===== src/rtl/mips_dmem_copy_engine.sv =====
// Block copy / block fill master for the single-cycle MIPS data memory port.
// Copy alternates RD/WR cycles per word; fill writes one word per cycle.
module mips_dmem_copy_engine #(
    parameter int ADDR_WIDTH = 32,
    parameter int DATA_WIDTH = 32,
    parameter int CNT_WIDTH  = 16
) (
    input  logic                  CLK,
    input  logic                  RST,
    input  logic                  START,
    input  logic                  MODE,
    input  logic                  ABORT,
    input  logic [ADDR_WIDTH-1:0] SRC_ADDR,
    input  logic [ADDR_WIDTH-1:0] DST_ADDR,
    input  logic [CNT_WIDTH-1:0]  WORD_CNT,
    input  logic [DATA_WIDTH-1:0] FILL_DATA,
    output logic                  BUSY,
    output logic                  DONE,
    output logic                  ERR,
    output logic                  MEM_WR_EN,
    output logic [ADDR_WIDTH-1:0] MEM_ADDR,
    output logic [DATA_WIDTH-1:0] MEM_WDATA,
    input  logic [DATA_WIDTH-1:0] MEM_RDATA
);

    typedef enum logic [1:0] {S_IDLE, S_RD, S_WR, S_FIN} state_t;

    localparam logic [ADDR_WIDTH-1:0] STEP = ADDR_WIDTH'(4);
    localparam logic [CNT_WIDTH-1:0]  ONE  = CNT_WIDTH'(1);

    state_t                state;
    logic                  fill_mode;
    logic [ADDR_WIDTH-1:0] src_ptr;
    logic [ADDR_WIDTH-1:0] dst_ptr;
    logic [CNT_WIDTH-1:0]  remaining;
    logic [DATA_WIDTH-1:0] fill_word;
    logic                  start_misaligned;

    assign start_misaligned = (DST_ADDR[1:0] != 2'b00) ||
                              (!MODE && (SRC_ADDR[1:0] != 2'b00));

    // Outputs are registered: each transition loads the values the next state drives.
    always_ff @(posedge CLK) begin
        if (RST) begin
            state     <= S_IDLE;
            fill_mode <= 1'b0;
            src_ptr   <= '0;
            dst_ptr   <= '0;
            remaining <= '0;
            fill_word <= '0;
            BUSY      <= 1'b0;
            DONE      <= 1'b0;
            ERR       <= 1'b0;
            MEM_WR_EN <= 1'b0;
            MEM_ADDR  <= '0;
            MEM_WDATA <= '0;
        end else begin
            case (state)
                S_IDLE: begin
                    DONE <= 1'b0;
                    ERR  <= 1'b0;
                    if (START) begin
                        fill_mode <= MODE;
                        src_ptr   <= SRC_ADDR;
                        dst_ptr   <= DST_ADDR;
                        remaining <= WORD_CNT;
                        fill_word <= FILL_DATA;
                        if (start_misaligned || (WORD_CNT == '0)) begin
                            state <= S_FIN;
                            DONE  <= 1'b1;
                            ERR   <= start_misaligned;
                        end else if (!MODE) begin
                            state    <= S_RD;
                            BUSY     <= 1'b1;
                            MEM_ADDR <= SRC_ADDR;
                        end else begin
                            state     <= S_WR;
                            BUSY      <= 1'b1;
                            MEM_WR_EN <= 1'b1;
                            MEM_ADDR  <= DST_ADDR;
                            MEM_WDATA <= FILL_DATA;
                        end
                    end
                end
                S_RD: begin
                    src_ptr <= src_ptr + STEP;
                    if (ABORT) begin
                        state    <= S_FIN;
                        BUSY     <= 1'b0;
                        MEM_ADDR <= '0;
                        DONE     <= 1'b1;
                        ERR      <= 1'b1;
                    end else begin
                        // MEM_WDATA doubles as the copy word buffer.
                        state     <= S_WR;
                        MEM_WR_EN <= 1'b1;
                        MEM_ADDR  <= dst_ptr;
                        MEM_WDATA <= MEM_RDATA;
                    end
                end
                S_WR: begin
                    dst_ptr   <= dst_ptr + STEP;
                    remaining <= remaining - ONE;
                    if (ABORT || (remaining == ONE)) begin
                        state     <= S_FIN;
                        BUSY      <= 1'b0;
                        MEM_WR_EN <= 1'b0;
                        MEM_ADDR  <= '0;
                        DONE      <= 1'b1;
                        ERR       <= ABORT;
                    end else if (!fill_mode) begin
                        state     <= S_RD;
                        MEM_WR_EN <= 1'b0;
                        MEM_ADDR  <= src_ptr;
                    end else begin
                        MEM_ADDR  <= dst_ptr + STEP;
                        MEM_WDATA <= fill_word;
                    end
                end
                S_FIN: begin
                    state <= S_IDLE;
                    DONE  <= 1'b0;
                    ERR   <= 1'b0;
                end
                default: state <= S_IDLE;
            endcase
        end
    end

endmodule


===== config.mk =====
export PLATFORM = sky130hd
export DESIGN_NAME = mips_dmem_copy_engine
export DESIGN_NICKNAME = d
export VERILOG_FILES = /design/src/rtl/mips_dmem_copy_engine.sv
export SDC_FILE = /design/constraint.sdc
export NUM_CORES = 1
export LEC_CHECK = 0
export ABC_CLOCK_PERIOD_IN_PS = 3200
export CORE_MARGIN = 5
export CORE_UTILIZATION = 25
export DETAILED_ROUTE_END_ITERATION = 8
export GPL_ROUTABILITY_DRIVEN = 1
export SETUP_SLACK_MARGIN = 0.2
export SLEW_MARGIN = 15
export SYNTH_ARGS = -nofsm -noshare
export SYNTH_HDL_FRONTEND = slang
export SYNTH_SLANG_ARGS = --single-unit

===== constraint.sdc =====
create_clock -name CLK -period 3.2 [get_ports CLK]
set_input_delay 0.48 -clock CLK [delete_from_list [all_inputs] [get_ports CLK]]
set_output_delay 0.48 -clock CLK [all_outputs]
set_load 0.005 [all_outputs]

# After elaboration in Yosys (flattened, before gate mapping)
# Index checks and enable logic that the tools add are counted.
classes:
  add_sub_neg: 3
  n_eq_ne: 13
  mux: 48
  n_reduce_logical: 21
op_table:
  columns: ["cell", "count"]
  rows:
  - ["32-bit 2-to-1 mux", 14]
  - ["32-bit case mux with 3 select lines", 2]
  - ["32-bit case mux with 2 select lines", 2]
  - ["32-bit by 3-bit adder with 32-bit output, second input constant", 2]
  - ["16-bit case mux with 2 select lines", 1]
  - ["1-bit 2-to-1 mux", 18]
  - ["16-bit by 1-bit equality test with 1-bit output, second input constant", 1]
  - ["16-bit zero test", 1]
  - ["16-bit 2-to-1 mux", 1]
  - ["2-bit inequality test, second input constant", 8]
  - ["16-bit by 1-bit subtractor with 16-bit output, second input constant", 1]
  - ["2-bit 2-to-1 mux", 5]
  - ["2-bit AND reduction", 5]
  - ["1-bit case mux with 4 select lines", 2]
  - ["2-bit case mux with 4 select lines", 1]
  - ["2-bit nonzero test", 4]
  - ["7-bit AND reduction", 1]
  - ["1-bit case mux with 3 select lines", 2]
  - ["6-bit AND reduction", 1]
  - ["5-bit AND reduction", 1]
  - ["2-bit equality test, second input constant", 2]
  - ["1-bit logical OR", 3]
  - ["3-bit inequality test, second input constant", 1]
  - ["3-bit AND reduction", 1]
  - ["other kinds (5)", 5]
totals:
  register_bits: 183
  elab_cells: 97

# Depth between registers and ports, before layout
logic_depth:
  word_depth: 7
  depth_mapped: 11
  mapped_depth_nobuf: 8

# Least setup slack after synthesis
# OpenSTA, ideal clock, no wires.
synth_path:
  path_type: "reg2reg"
  from: "register state[0]"
  to: "register MEM_WDATA[11]"
  setup_time_ps: 70
  arrival_ps: 2268
  t_required_ps: 3130
  setup_slack_ps: 862
  stages_incl_launch_ff: 11
  path_buffers: 2
  synth_period_minus_slack_ps: 2338
  cell_sequence: "dfxtp_1 inv_1 ha_1 clkbuf_1 clkinv_1 nor2_1 a41oi_1 a221oi_1 clkbuf_1 o211ai_1 a21oi_1"
synth_via:
  elab_chain_len: 3
  elab_cells_between_ends: 12
  classes_between: "eq/ne (8); mux (1); reduce/logical (3)"
synth_lines:
  columns: ["element", "line", "text"]
  rows:
  - ["from (decl)", "31", "state_t state;"]
  - ["from (signal assigned)", "45", "state <= S_IDLE;"]
  - ["from (signal assigned)", "69", "state <= S_FIN;"]
  - ["from (signal assigned)", "73", "state <= S_RD;"]
  - ["2-bit equality test, or another cell as far along", "58", "case (state)"]
  - ["2-bit inequality test (no line) / 3-bit nonzero test (equally long branches)", null, null]
  - ["7-bit AND reduction (no line)", null, null]
  - ["to (signal assigned)", "117", "MEM_WDATA <= fill_word;"]
  - ["to (decl)", "22", "output logic [DATA_WIDTH-1:0] MEM_WDATA,"]
# Several ways; a longest one is shown, not always the timed one.
# A chain may end at the register's enable or synchronous reset.

# Final worst setup path
layout_path:
  from: "register dst_ptr[4]"
  to: "register MEM_ADDR[27]"
layout_via:
  elab_chain_len: 4
layout_lines:
  columns: ["element", "line", "text"]
  rows:
  - ["from (decl)", "34", "logic [ADDR_WIDTH-1:0] dst_ptr;"]
  - ["from (signal assigned)", "102", "dst_ptr <= dst_ptr + STEP;"]
  - ["32-bit by 3-bit adder with 32-bit output", "116", "MEM_ADDR <= dst_ptr + STEP;"]
  - ["32-bit 2-to-1 mux", "111", "end else if (!fill_mode) begin"]
  - ["32-bit 2-to-1 mux", "104", "if (ABORT || (remaining == ONE)) begin"]
  - ["32-bit case mux with 3 select lines", "58", null]
  - ["to (signal assigned)", "97", "MEM_ADDR <= dst_ptr;"]
  - ["to (signal assigned)", "114", "MEM_ADDR <= src_ptr;"]
  - ["to (signal assigned)", "116", null]
  - ["to (decl)", "21", "output logic [ADDR_WIDTH-1:0] MEM_ADDR,"]
# Every way passes these cells.

==> results.sh <==
export IMPL_fillers=4529
export IMPL_worst_ep_required_time_ps=3520
export IMPL_clock_latency_ps=450
export IMPL_post_route_period_util_pct=85.2
export IMPL_placed_cell_area_um2=13600
export IMPL_hold_path_class="reg2reg"
export IMPL_grt_total_usage_pct=17.4
export IMPL_drc=0
export IMPL_synth_area_leaders="dfxtp_1, a21oi_1, nand2_1, clkbuf_1, nor2_1"
export IMPL_leakage_uw=0.00469
export IMPL_synth_seq_cells=183
export IMPL_coreArea_um2=42800
export IMPL_start_util_pct=25.1
export IMPL_antenna_found_initial=1
export IMPL_path_max_fanout=10
export IMPL_grt_pass1_wl_mm=65.2
export IMPL_final_setup_tns_ps=0
export IMPL_cts_max_path_buffers=2
export IMPL_layout_nets=1761
export IMPL_maxCapViolations=0
export IMPL_drt_pass1_iterations=6
export IMPL_cp_arrival_ps=3050
export IMPL_yosys_warnings=0
export IMPL_dp_cells=2130
export IMPL_worstSetupEndpointType="flop"
export IMPL_seq_area_frac_synth_pct=34.1
export IMPL_synth_edff_count=0
export IMPL_area_delta_synth_final_pct=31.6
export IMPL_fin_cells=2162
export IMPL_synth_cell_types=65
export IMPL_fmax_mhz=367
export IMPL_drt_iter0_markers=1322
export IMPL_dp_slack_ps=297
export IMPL_yosys_top_cells_count="nand2_1, a21oi_1, dfxtp_1"
export IMPL_tightestPinTransition_ps=860
export IMPL_netlist_instances=1449
export IMPL_syn_area_um2=10700
export IMPL_fin_area_um2=14100
export IMPL_port_buffer_count=216
export IMPL_grt_pass1_vias=11000
export IMPL_syn_avg_cell_area_um2=7.41
export IMPL_final_hold_viol_count=0
export IMPL_grt_max_degree=98
export IMPL_slew_headroom_pct=42.6
export IMPL_cts_sink_count=183
export IMPL_clockRootBuffer="clkbuf_16"
export IMPL_yosysTopAreaCell="dfxtp_1"
export IMPL_r2r_start="dst_ptr[4]"
export IMPL_die_area_um2=47200
export IMPL_synth_most_common_cell="nand2_1"
export IMPL_via_count=11900
export IMPL_hold_depth=2
export IMPL_rows=76
export IMPL_rsz0062_at_grt="false"
export IMPL_pwr_density_cell_nw_per_um2=895
export IMPL_die_w_um=217
export IMPL_vias_per_cell=5.52
export IMPL_final_setup_viol_count=0
export IMPL_crit_start="dst_ptr[4]"
export IMPL_synthArstFlopShare_pct=0
export IMPL_ios=217
export IMPL_path_clk_slew_ps=70
export IMPL_outcome="finished, final reports clean"
export IMPL_cts_max_level=4
export IMPL_synth_flop_cell="dfxtp_1"
export IMPL_ant_nets=0
export IMPL_drive_above_1_share_pct=8.48
export IMPL_chipHeight_um=217
export IMPL_yosysTopAreaCellShare_pct=34.1
export IMPL_routed_wl_mm=43.6
export IMPL_slew_violations=0
export IMPL_gp_congestion=0.909
export IMPL_worst_clock_skew_ps=11.5
export IMPL_worstSetupPathType="reg2reg"
export IMPL_tritoncts="built"
export IMPL_hpwlAfterDp_mm=31.4
export IMPL_r2r_cells=6
export IMPL_startpoint_type="flop"
export IMPL_overflow=0
export IMPL_cts_buffers=17
export IMPL_avgRoutedWirePerCell_um=20.2
export IMPL_setup_slack_ps=474
export IMPL_irDropWorstVdd_uv=646
export IMPL_holdBufCountCts=0
export IMPL_synth_nets=1607
export IMPL_hp_start="MEM_ADDR[6]"
export IMPL_fin_crit_ps=2730
## state kept, by name, summed over array words and instances (netlist names)
name	cells
MEM_ADDR	32
MEM_WDATA	32
dst_ptr	32
fill_word	32
src_ptr	32
remaining	16
state	2
BUSY	1
DONE	1
ERR	1
MEM_WR_EN	1
fill_mode	1
## worst paths after layout
kind	endpoint	slack (ps)
worst max-delay path	MEM_ADDR[27]	470
worst min-delay path	MEM_ADDR[6]	450
worst max register to register	MEM_ADDR[27]	470
worst min register to register	MEM_ADDR[6]	450
## stage by stage
step	hold WS [ps]	total power [µW]	utilization, %
3_3_place_gp	442	10400	31.7
3_5_place_dp	446	10500	31.7
2_1_floorplan	437	7790	-
6_report	454	12600	33.0
4_1_cts	454	12600	33.0
5_1_grt	471	13400	33.0
## routing by layer
layer,GRT usage (%),vias to the layer above,share of wire [%]
met1,24.0,5686,44
li1,-,5613,-
met3,3.56,64,7.4
met5,0,-,0
met4,5.35,0,2.5
met2,27.6,570,46
## area by class of cell
type	count	area, µm²	area share (%)
multi-input combinational	1109	6540	46.3
sequential	183	3660	25.9
timing repair buffer	273	2620	18.6
tap	546	683	4.84
clock buffer	17	425	3.01
clock inverter	14	119	0.841
inverter	19	71.3	0.505
antenna	1	2.50	0.0177
## cells by family after synthesis
kind of cell	Yosys count	share of synthesized area, %
buffers and inverters	157	5.64
muxes	44	4.36
and+or+nand+nor	540	23.6
adders and majority gates	9	1.05
DFF	183	34.1
xor gates and xnor gates	23	1.88
AOI/OAI and AO/OA	493	29.3
## critical path, cell delays in order, from the launching register on
cell	delay [ps]
dfxtp_1	530
nand4_2	250
or4_1	630
nor4_2	390
mux2_2	380
o2111ai_1	330
a21oi_1	100
## power by group
group          leakage, µW  total, µW  internal [µW]  switching, µW
logic              0.00294       6800           2820           3980
clock network     0.000255       2050           1010           1040
registers          0.00150       3790           3010            780
## layout by cell type (no fill, tap or decap), types with 5 or more instances in the layout
cell type	count
inv_1	17
a211o_1	13
nand2b_1	7
mux2_2	22
a221oi_1	8
a221o_1	34
a211oi_1	28
and3_1	11
o22ai_1	32
o211ai_1	38
a31oi_1	10
nor4_1	25
clkinvlp_4	5
o31ai_1	11
nor2b_1	26
a21oi_1	188
nor3_1	55
a21o_1	12
a22oi_1	13
clkbuf_16	17
nand4_1	22
nand2_1	211
or3_1	8
dfxtp_1	182
and2_1	5
o21ai_0	70
ha_1	6
mux2i_1	22
buf_4	54
xnor2_1	8
nand3_1	36
clkdlybuf4s50_1	214
nor2_1	104
xor2_1	15
## what timing repair did
| action | 4_1_cts | 5_1_grt |
|---|---|---|
| setup buffers | 0 | 0 |
| resized for setup | 0 | 1 |
| endpoints found under the setup margin | 0 | 1 |
Note: power is estimated with default switching activity, not from simulation.
